## src/rtl/logger_pkg.sv

```systemverilog
// Purpose: shared types and constants for the logger UART transmit path.
// Latency: n/a (declarations only).
// Backpressure: n/a.
package logger_pkg;

    typedef enum logic [2:0] {
        ST_IDLE  = 3'd0,
        ST_LOAD  = 3'd1,
        ST_START = 3'd2,
        ST_DATA  = 3'd3,
        ST_STOP  = 3'd4
    } tx_state_t;

    // Level of the serial line between frames and during the stop bit.
    localparam logic       UART_IDLE_LVL = 1'b1;

    // Index of the final data bit (8 data bits, LSB first).
    localparam logic [2:0] LAST_BIT_IDX  = 3'd7;

endpackage

```

## src/rtl/logger_uart_tx_if.sv

```systemverilog
// Purpose: read-side bundle of the logger sync FIFO (standard, non-FWFT).
// Latency: fifo_dout is valid the cycle after a fifo_rd_en pulse.
// Backpressure: the reader only pulses fifo_rd_en while fifo_empty is low.
interface logger_uart_tx_if;

    logic       fifo_rd_en;
    logic [7:0] fifo_dout;
    logic       fifo_empty;

    // Reader side (the UART transmitter).
    modport master (
        output fifo_rd_en,
        input  fifo_dout,
        input  fifo_empty
    );

    // FIFO side.
    modport slave (
        input  fifo_rd_en,
        output fifo_dout,
        output fifo_empty
    );

endinterface

```

## src/rtl/logger_uart_tx.sv

```systemverilog
// Purpose: drains bytes from the logger sync FIFO onto an 8N1 UART line, LSB first, idle high.
// Latency: start bit begins two edges after the read pulse; each frame spans 10*CLKS_PER_BIT cycles.
// Backpressure: reads only in IDLE with tx_en high and FIFO non-empty; a started frame always completes.
module logger_uart_tx
    import logger_pkg::*;
#(
    parameter int unsigned CLKS_PER_BIT = 868
) (
    input  logic             clk,
    input  logic             rst_n,
    logger_uart_tx_if.master fifo,
    input  logic             tx_en,
    output logic             uart_txd,
    output logic             tx_busy,
    output logic             byte_done
);

    localparam int unsigned      CNT_W   = $clog2(CLKS_PER_BIT);
    localparam logic [CNT_W-1:0] CNT_TOP = CNT_W'(CLKS_PER_BIT - 1);

    tx_state_t        r_state;
    tx_state_t        w_state_nxt;
    logic [CNT_W-1:0] r_cnt;
    logic [CNT_W-1:0] w_cnt_nxt;
    logic [2:0]       r_idx;
    logic [2:0]       w_idx_nxt;
    logic [2:0]       w_idx_inc;
    logic [7:0]       r_shift;
    logic [7:0]       w_shift_nxt;
    logic             r_txd;
    logic             w_txd_nxt;
    logic             w_bit_end;
    logic             w_rd_req;

    // Counter sits at its top value on the last cycle of every bit period.
    assign w_bit_end = (r_cnt == CNT_TOP);
    assign w_idx_inc = r_idx + 3'd1;

    // Next-state and next-line-level logic; the line value is registered so it
    // always reflects the bit of the state being entered.
    always_comb begin
        w_state_nxt = r_state;
        w_cnt_nxt   = r_cnt;
        w_idx_nxt   = r_idx;
        w_shift_nxt = r_shift;
        w_txd_nxt   = r_txd;
        w_rd_req    = 1'b0;
        case (r_state)
            ST_IDLE: begin
                w_txd_nxt = UART_IDLE_LVL;
                w_rd_req  = tx_en && !fifo.fifo_empty;
                if (w_rd_req) begin
                    w_state_nxt = ST_LOAD;
                end
            end
            ST_LOAD: begin
                // Byte is frozen here; later fifo_dout activity is irrelevant.
                w_shift_nxt = fifo.fifo_dout;
                w_cnt_nxt   = '0;
                w_txd_nxt   = ~UART_IDLE_LVL;
                w_state_nxt = ST_START;
            end
            ST_START: begin
                if (w_bit_end) begin
                    w_cnt_nxt   = '0;
                    w_idx_nxt   = '0;
                    w_txd_nxt   = r_shift[0];
                    w_state_nxt = ST_DATA;
                end else begin
                    w_cnt_nxt = r_cnt + 1'b1;
                end
            end
            ST_DATA: begin
                if (w_bit_end) begin
                    w_cnt_nxt = '0;
                    if (r_idx == LAST_BIT_IDX) begin
                        w_txd_nxt   = UART_IDLE_LVL;
                        w_state_nxt = ST_STOP;
                    end else begin
                        w_idx_nxt = w_idx_inc;
                        w_txd_nxt = r_shift[w_idx_inc];
                    end
                end else begin
                    w_cnt_nxt = r_cnt + 1'b1;
                end
            end
            ST_STOP: begin
                if (w_bit_end) begin
                    w_cnt_nxt   = '0;
                    w_state_nxt = ST_IDLE;
                end else begin
                    w_cnt_nxt = r_cnt + 1'b1;
                end
            end
            default: begin
                w_cnt_nxt   = '0;
                w_txd_nxt   = UART_IDLE_LVL;
                w_state_nxt = ST_IDLE;
            end
        endcase
    end

    // State and datapath registers; reset truncates any frame and parks the line high.
    always_ff @(posedge clk or negedge rst_n) begin
        if (!rst_n) begin
            r_state <= ST_IDLE;
            r_cnt   <= '0;
            r_idx   <= '0;
            r_shift <= '0;
            r_txd   <= UART_IDLE_LVL;
        end else begin
            r_state <= w_state_nxt;
            r_cnt   <= w_cnt_nxt;
            r_idx   <= w_idx_nxt;
            r_shift <= w_shift_nxt;
            r_txd   <= w_txd_nxt;
        end
    end

    // Read pulse is gated by reset so the FIFO is never popped while held in reset.
    assign fifo.fifo_rd_en = w_rd_req & rst_n;
    assign uart_txd        = r_txd;
    assign tx_busy         = (r_state != ST_IDLE);
    assign byte_done       = (r_state == ST_STOP) && w_bit_end;

endmodule

```

## src/flat_wrapper.sv

```systemverilog
// flat-port wrapper written by rule: the top's interface ports become plain ports
module logger_uart_tx_flat import logger_pkg::*;
#(
    parameter int unsigned CLKS_PER_BIT = 868
)
  (clk, rst_n, tx_en, uart_txd, tx_busy, byte_done, fifo_fifo_rd_en, fifo_fifo_dout, fifo_fifo_empty);
  logger_uart_tx_if fifo_i ();
  input  logic clk;
  input  logic rst_n;
  input  logic tx_en;
  output logic uart_txd;
  output logic tx_busy;
  output logic byte_done;
  output wire logic [$bits(fifo_i.fifo_rd_en)-1:0] fifo_fifo_rd_en;
  input wire logic [$bits(fifo_i.fifo_dout)-1:0] fifo_fifo_dout;
  input wire logic [$bits(fifo_i.fifo_empty)-1:0] fifo_fifo_empty;
  assign fifo_fifo_rd_en = fifo_i.fifo_rd_en;
  assign fifo_i.fifo_dout = fifo_fifo_dout;
  assign fifo_i.fifo_empty = fifo_fifo_empty;
  logger_uart_tx #(.CLKS_PER_BIT(CLKS_PER_BIT)) u_core (.clk(clk), .rst_n(rst_n), .fifo(fifo_i), .tx_en(tx_en), .uart_txd(uart_txd), .tx_busy(tx_busy), .byte_done(byte_done));
endmodule
```

## config.mk

```make
export PLATFORM = sky130hd
export DESIGN_NAME = logger_uart_tx_flat
export DESIGN_NICKNAME = d
export VERILOG_FILES = /design/src/rtl/logger_pkg.sv /design/src/rtl/logger_uart_tx_if.sv /design/src/rtl/logger_uart_tx.sv /design/src/flat_wrapper.sv
export SDC_FILE = /design/constraint.sdc
export NUM_CORES = 1
export LEC_CHECK = 0
export ABC_AREA = 1
export CAP_MARGIN = 20
export CORE_MARGIN = 5
export CORE_UTILIZATION = 50
export CTS_CLUSTER_DIAMETER = 50
export DETAILED_ROUTE_END_ITERATION = 8
export PLACE_DENSITY = 0.74
export SYNTH_ARGS = -nofsm -noshare
export SYNTH_HDL_FRONTEND = slang
export SYNTH_SLANG_ARGS = --single-unit
```

## constraint.sdc

```tcl
create_clock -name clk -period 2 [get_ports clk]
set_input_delay 0.5 -clock clk [delete_from_list [all_inputs] [get_ports clk]]
set_output_delay 0.5 -clock clk [all_outputs]
set_load 0.005 [all_outputs]
```

==> results.ini, run 1 <==
[run_status]
status=complete, no violations

[critical_path]
path_class=flop to output port
reg2reg_depth=8
critPathLaunchType=flop
arrival_ps=1420
end_kind=output port
cp_max_fo=7
worst_ep_required_time_ps=1500
rr_startpoint=u_core.r_idx[0]$_DFFE_PN0P_
worstReg2RegEnd=u_core.uart_txd$_DFFE_PN1P_
ff2ff_setup_slack_ps=410

[clocking]
hold_buffers=0
cts_tree=yes
cts_made_buffers=3
insertion_delay_ps=300
cts-root-buf=clkbuf_4
htree_levels=1
cts_buffer_depth=2
cts_sinks=25
clk_pin_slew_ps=130

[synthesis]
syn-cell-area_um2=1385
yosysSeqAreaShare=0.4526
ys_ff_latch=25
syn_nets=179
avgSynthCellArea_um2=8.446
ys_types=27
synth_warnings=0
synthCells=164

[cells_and_area]
fin_cells=225
syn_to_final_growth_pct=21.68
finalNetCount=210
nFillCells=253
diodes=0
utilization=0.6219
drive_gt1_frac=0.2268
multi_input_area_um2=690.7
regArea_um2=629.4

[flow_run]
maxCapViolations=0

[power_and_ir_drop]
ir_drop_mv=1.020
p_leak_nw=0.7699
power_density_nw_per_um2=1239
fin_total_pwr_mw=2.088

[timing]
fin_crit_sh=0.9578
hold_viol_final=0
period_minus_slack_ps=1916
rsz0062_at_grt=no
relSlewSlack=0.7763
tightestPinTransition_ps=335.6
setup_viol=0
worst_clock_skew_ps=2.145
slew_violations=0
max_freq_mhz=522.0

[placement]
place.gp.congestion=0.9011
portBuffers=15
placedCellCount=216
hpwl_um=2206

[die]
die_y_um=62.63
die_w_um=62.63
initial_core_util=0.5111
ioPinCount=16
core_area_um2=2710
fp.dieArea_um2=3923
num_rows=19

[global_route]
grt_use_total=0.1605
antenna_found_initial=0
grt_overflow=0
grt_max_degree=26
grt_pass1_vias=1235
grt_pass1_wl_um=5306

[drt]
vias=1174
drcViolationCount=0
drtIter0Drc=64
via_per_inst=5.218
ant_nets=0
wirelength_um=2845
first_pass_iters=4
wl_per_cell_um=12.64

[worst_hold_path]
holdPathEnd=u_core.r_idx[1]$_DFFE_PN0P_
hp-start=u_core.r_idx[1]$_DFFE_PN0P_
min_path_cells=2
hold_path.class=flop to flop

cells in the final DEF, fill, tap and decap left out, types with 3 or more instances in the layout:
cell,count
mux2_2,7
nor2_1,16
clkdlybuf4s50_1,13
dfrtp_1,22
a21oi_1,8
o21ai_0,5
nand2_1,36
inv_1,16
o21ai_1,4
nand3_1,19
buf_4,12
clkbuf_4,3
nand2_4,3
nand4_1,3
critical path, stage by stage, from the launching register on:
cell and delay, ps:
dfrtp_2 460, inv_4 130, nand2_4 70, clkdlybuf4s50_1 440
final cells by class:
class	instances	share of cell area
inverters	18	0.04157
multi-input cells	120	0.4098
flip-flops and latches	25	0.3734
well taps	31	0.02301
repair buffers	27	0.1366
clock buffers	4	0.01559
worst max path at each step:
stage	end	startpoint	cells after the start	slack, ps
finish	tx_busy	u_core.r_state[1]$_DFFE_PN0P_	3	80
global route	tx_busy	u_core.r_state[1]$_DFFE_PN0P_	3	6
CTS	tx_busy	u_core.r_state[1]$_DFFE_PN0P_	3	7
detailed placement	fifo_fifo_rd_en	tx_en	6	-290
global placement	fifo_fifo_rd_en	tx_en	6	-250
floorplan	fifo_fifo_rd_en	u_core.r_state[2]$_DFFE_PN0P_	4	430
registers in the layout (all words and copies together), names as in the netlist:
name / cells
u_core.r_cnt: 10
u_core.r_idx: 3
u_core.r_shift: 8
u_core.r_state: 3
u_core.uart_txd: 1
metal layers:
layer / part of all wire / wire [um] / GRT usage
met1: 0.46 / 1297 / 0.2067
met2: 0.51 / 1463 / 0.2850
met3: 0.023 / 65 / 0.02338
met4: 0.0067 / 19 / 0.03183
met5: 0 / 0 / 0
what timing repair did:
item                                    CTS  global route
gates cloned                              0             0
endpoints found under the setup margin    2             3
resized for setup                         4             8
setup buffers                             2             3
metrics by stage:
| stage | hold slack (ps) | setup slack (ps) | TNS [ps] | cell area, um2 |
|---|---|---|---|---|
| after global routing | 549.5 | 6.201 | 0 | 1685 |
| after floorplan | 204.4 | 434.9 | 0 | 1385 |
| after CTS | 527.0 | 7.397 | 0 | 1665 |
| after global placement | 481.4 | -247.0 | -247.0 | 1622 |
| final | 522.0 | 84.42 | 0 | 1685 |
| after detailed placement | 496.3 | -287.2 | -287.2 | 1622 |
power breakdown:
part | leakage, nW | internal, mW | total, mW | switching [mW]
logic | 0.437 | 0.497 | 1.10 | 0.607
clock network | 0.0150 | 0.0776 | 0.218 | 0.140
registers | 0.318 | 0.667 | 0.766 | 0.0990
total | 0.770 | 1.24 | 2.09 | 0.846
cells in the mapped netlist:
| cell type | count | area [um2] |
|---|---|---|
| o21ai_0 | 5 | 25.02 |
| inv_1 | 17 | 63.81 |
| o21bai_1 | 1 | 7.510 |
| ha_1 | 3 | 37.54 |
| dfstp_2 | 1 | 26.28 |
| nand3_2 | 1 | 10.01 |
| nand2_4 | 3 | 33.78 |
| nand2_2 | 2 | 12.51 |
| a21oi_1 | 8 | 40.04 |
| nand3b_1 | 1 | 7.510 |
| inv_2 | 1 | 3.750 |
| nand2_1 | 36 | 135.1 |
| a21oi_2 | 2 | 17.52 |
| dfrtp_1 | 24 | 600.6 |
| nor2_1 | 17 | 63.81 |
| nor2_4 | 1 | 11.26 |
| nor3_4 | 1 | 16.27 |
| a31oi_1 | 1 | 6.260 |
| nand3_1 | 19 | 95.09 |
| o21ai_2 | 2 | 17.52 |
| nand4_1 | 3 | 18.77 |
| mux2_2 | 7 | 78.83 |
| xor2_1 | 1 | 8.760 |
| nand3_4 | 1 | 17.52 |
| o21ai_1 | 4 | 20.02 |
| buf_2 | 1 | 5.000 |
| nor3_1 | 1 | 5.000 |
kinds of logic (layout without fill, tap and decap cells):
family | after synthesis | count (layout) | share of synthesized area
buffers and inverters | 19 | 49 | 0.05239
AO/OA/AOI/OAI | 23 | 23 | 0.09667
flip-flops | 25 | 25 | 0.4526
adder cells (fa/ha/maj) | 3 | 3 | 0.02710
XOR/XNOR | 1 | 1 | 0.006325
multiplexers | 7 | 7 | 0.05691
AND/OR/NAND/NOR | 86 | 86 | 0.3080
No activity file was read; power rests on OpenSTA's default activity.
==> run 2: changes to the inputs <==
--- a/config.mk
+++ b/config.mk
@@ -8,10 +8,11 @@
 export ABC_AREA = 1
 export CAP_MARGIN = 20
 export CORE_MARGIN = 5
-export CORE_UTILIZATION = 50
+export CORE_UTILIZATION = 43
 export CTS_CLUSTER_DIAMETER = 50
 export DETAILED_ROUTE_END_ITERATION = 8
-export PLACE_DENSITY = 0.74
+export GPL_TIMING_DRIVEN = 0
+export PLACE_DENSITY = 0.66
 export SYNTH_ARGS = -nofsm -noshare
 export SYNTH_HDL_FRONTEND = slang
 export SYNTH_SLANG_ARGS = --single-unit
==> run 2 against run 1 <==
Against the previous run:
- clock skew rose by 9.0 ps
- via count rose by 2.0%
- critical path depth rose by 3
- sequential power barely moved
- non-clock buffer count fell by 2
- sequential share of layout area fell by 1.0 points
- final cell count rose by 4.9%
- core utilization fell by 6.0 points
- die area rose by 14%
- design area rose by 2.6%
- wire length rose by 0.25%
- setup slack improved by 26 ps
- largest power group unchanged
==> results.ini, run 2 (synthesis gave the netlist of run 1 again) <==
[timing]
period_minus_slack_ps=1890  ; -25.60 ps
fin_crit_sh=0.9450  ; -0.01280
max_freq_mhz=529.1  ; +1.4%
slew_violations=0  ; unchanged
worst_clock_skew_ps=11.15  ; +9.002 ps
relSlewSlack=0.7893  ; +0.01303
hold_viol_final=0  ; unchanged
setup_viol=0  ; unchanged
tightestPinTransition_ps=316.1  ; -19.50 ps

[power_and_ir_drop]
ir_drop_mv=0.7701  ; -24%
power_switching_share=0.4179  ; +0.01250
power.internal_mw=1.225  ; -1.3%
p_sw_mw=0.8796  ; +3.9%
fin_total_pwr_mw=2.105  ; +0.81%
power_density_nw_per_um2=1217  ; -1.7%
seq_power_share=0.363  ; -0.004
p_leak_nw=0.7700  ; about the same
p_clk_frac=0.110  ; +0.006
pwr-share-comb=0.527  ; -0.002

[cells_and_area]
syn_to_final_growth_pct=24.84
nFillCells=283  ; +12%
stdcell_area_um2=1729  ; +2.6%
diodes=0  ; unchanged
top_register=u_core.r_cnt
layout_common_cells=nand2_1 (36), dfrtp_1 (23), nand3_1 (19), inv_1 (17), nor2_1 (13)
largestRegisters=u_core.r_cnt x10, u_core.r_shift x8
regArea_um2=628.1  ; -0.20%
multi_input_area_um2=714.4  ; +3.4%
drive_gt1_frac=0.2292  ; +0.002363
final_common_cell=nand2_1
largest_reg_flops=10  ; unchanged
finalNetCount=208  ; -0.95%

[critical_path]
reg2reg_depth=8  ; unchanged
worstReg2RegEnd=u_core.uart_txd$_DFFE_PN1P_
end_kind=output port
path_class=flop to output port
ff2ff_setup_slack_ps=430  ; +20 ps
arrival_ps=1390  ; -30 ps
critPathLaunchType=flop
worst_ep_required_time_ps=1500  ; about the same
rr_startpoint=u_core.r_idx[0]$_DFFE_PN0P_
cp_max_fo=2  ; -5

[run_status]
status=complete, no violations

[die]
ioPinCount=16  ; unchanged
die_y_um=66.76  ; +6.6%
num_rows=20  ; +1
core_area_um2=3078  ; +14%
die_w_um=66.76  ; +6.6%
fp.dieArea_um2=4456  ; +14%
initial_core_util=0.4500  ; -0.06108

[clocking]
cts_buffer_depth=2  ; unchanged
cts_tree=yes
clk_pin_slew_ps=140  ; about the same
cts-root-buf=clkbuf_4
cts_sinks=25  ; unchanged
htree_levels=1  ; unchanged
insertion_delay_ps=330  ; +30 ps
cts_made_buffers=3  ; unchanged

[drt]
wirelength_um=2852  ; +0.25%
drtIter0Drc=87  ; +36%
ant_nets=0  ; unchanged
drcViolationCount=0  ; unchanged
first_pass_iters=4  ; unchanged
vias=1198  ; +2.0%
wl_per_cell_um=12.08  ; -4.4%
via_per_inst=5.076  ; -2.7%

[placement]
hpwl_um=2141  ; -2.9%
placedInstanceArea_um2=1618  ; -0.23%
portBuffers=15  ; unchanged
place.gp.congestion=0.8030  ; -11%

[global_route]
grt_pass1_vias=1254  ; +1.5%
grt_use_total=0.1551  ; -0.005369
grt_pass1_wl_um=5306  ; unchanged
grt_max_degree=18  ; -31%
grt_overflow=0  ; unchanged
antenna_found_initial=0  ; unchanged

[flow_run]
maxCapViolations=0  ; unchanged

[worst_hold_path]
hold_path.class=input port to asynchronous set/reset pin

run 2: cell count changes in the layout (fill, tap and decap cells not counted), moves of 2 or more:
cell	previous run	this run
buf_4	12	9
clkdlybuf4s50_1	13	11
nor2_1	16	13
nor2_2	1	4
run 2: worst max path at each step:
stage / end / from / cells after the start
after floorplan: fifo_fifo_rd_en / u_core.r_state[2]$_DFFE_PN0P_ / 4
final: byte_done / u_core.r_cnt[0]$_DFFE_PN0P_ / 6
after global placement: fifo_fifo_rd_en / rst_n / 4
after CTS: fifo_fifo_rd_en / tx_en / 6
after detailed placement: fifo_fifo_rd_en / rst_n / 4
after global routing: byte_done / u_core.r_cnt[0]$_DFFE_PN0P_ / 6
run 2: layout make-up:
cell class	count	area share
multi-input combinational	120	0.4132
sequential	25	0.3632
timing repair buffer	25	0.1360
inverter	18	0.04052
tap	44	0.03184
clock buffer	4	0.01520
run 2: stage by stage:
step	util	hold slack (ps)	TNS [ps]	setup slack, ps	std cells
after global placement	0.5167	482.7	-1251	-1050	223
after floorplan	-	204.4	0	434.9	164
final	0.5618	126.6	0	110.0	236
after global routing	0.5618	135.5	-0.5133	-0.5133	236
after detailed placement	0.5256	490.6	-823.5	-577.3	224
after CTS	0.5533	132.2	0	10.12	233
run 2: power by group through the flow:
stage,combinational [mW],clock [mW],sequential (mW)
floorplan,0.740,0,0.773
global placement,0.944,0,0.793
detailed placement,0.977,0,0.804
CTS,1.08,0.241,0.766
global route,1.26,0.261,0.783
finish,1.11,0.231,0.764
run 2: repair_timing:
| item | 4_1_cts | 5_1_grt |
|---|---|---|
| setup buffers | 6 | 3 |
| hold buffers | 0 | 0 |
| resized for setup | 15 | 5 |
| pin swaps | 6 | 3 |
| hold endpoints to repair | 0 | 0 |
| setup endpoints to repair | 3 | 2 |
run 2: per-layer routing:
metal / share of wire / global-route usage / vias to the layer above / wire length [um]
met3: 0.035 / 0.02530 / 5 / 99
met1: 0.43 / 0.1853 / 573 / 1217
met5: 0 / 0 / - / 0
met2: 0.52 / 0.2785 / 18 / 1487
li1: - / - / 602 / -
met4: 0.016 / 0.05330 / 0 / 47
run 2: worst max-delay path: stages (launching register included):
cell	delay [ps]
dfrtp_1	390
ha_2	190
nand2_1	60
nor2_2	130
nand3_4	100
nor2_2	80
buf_2	110
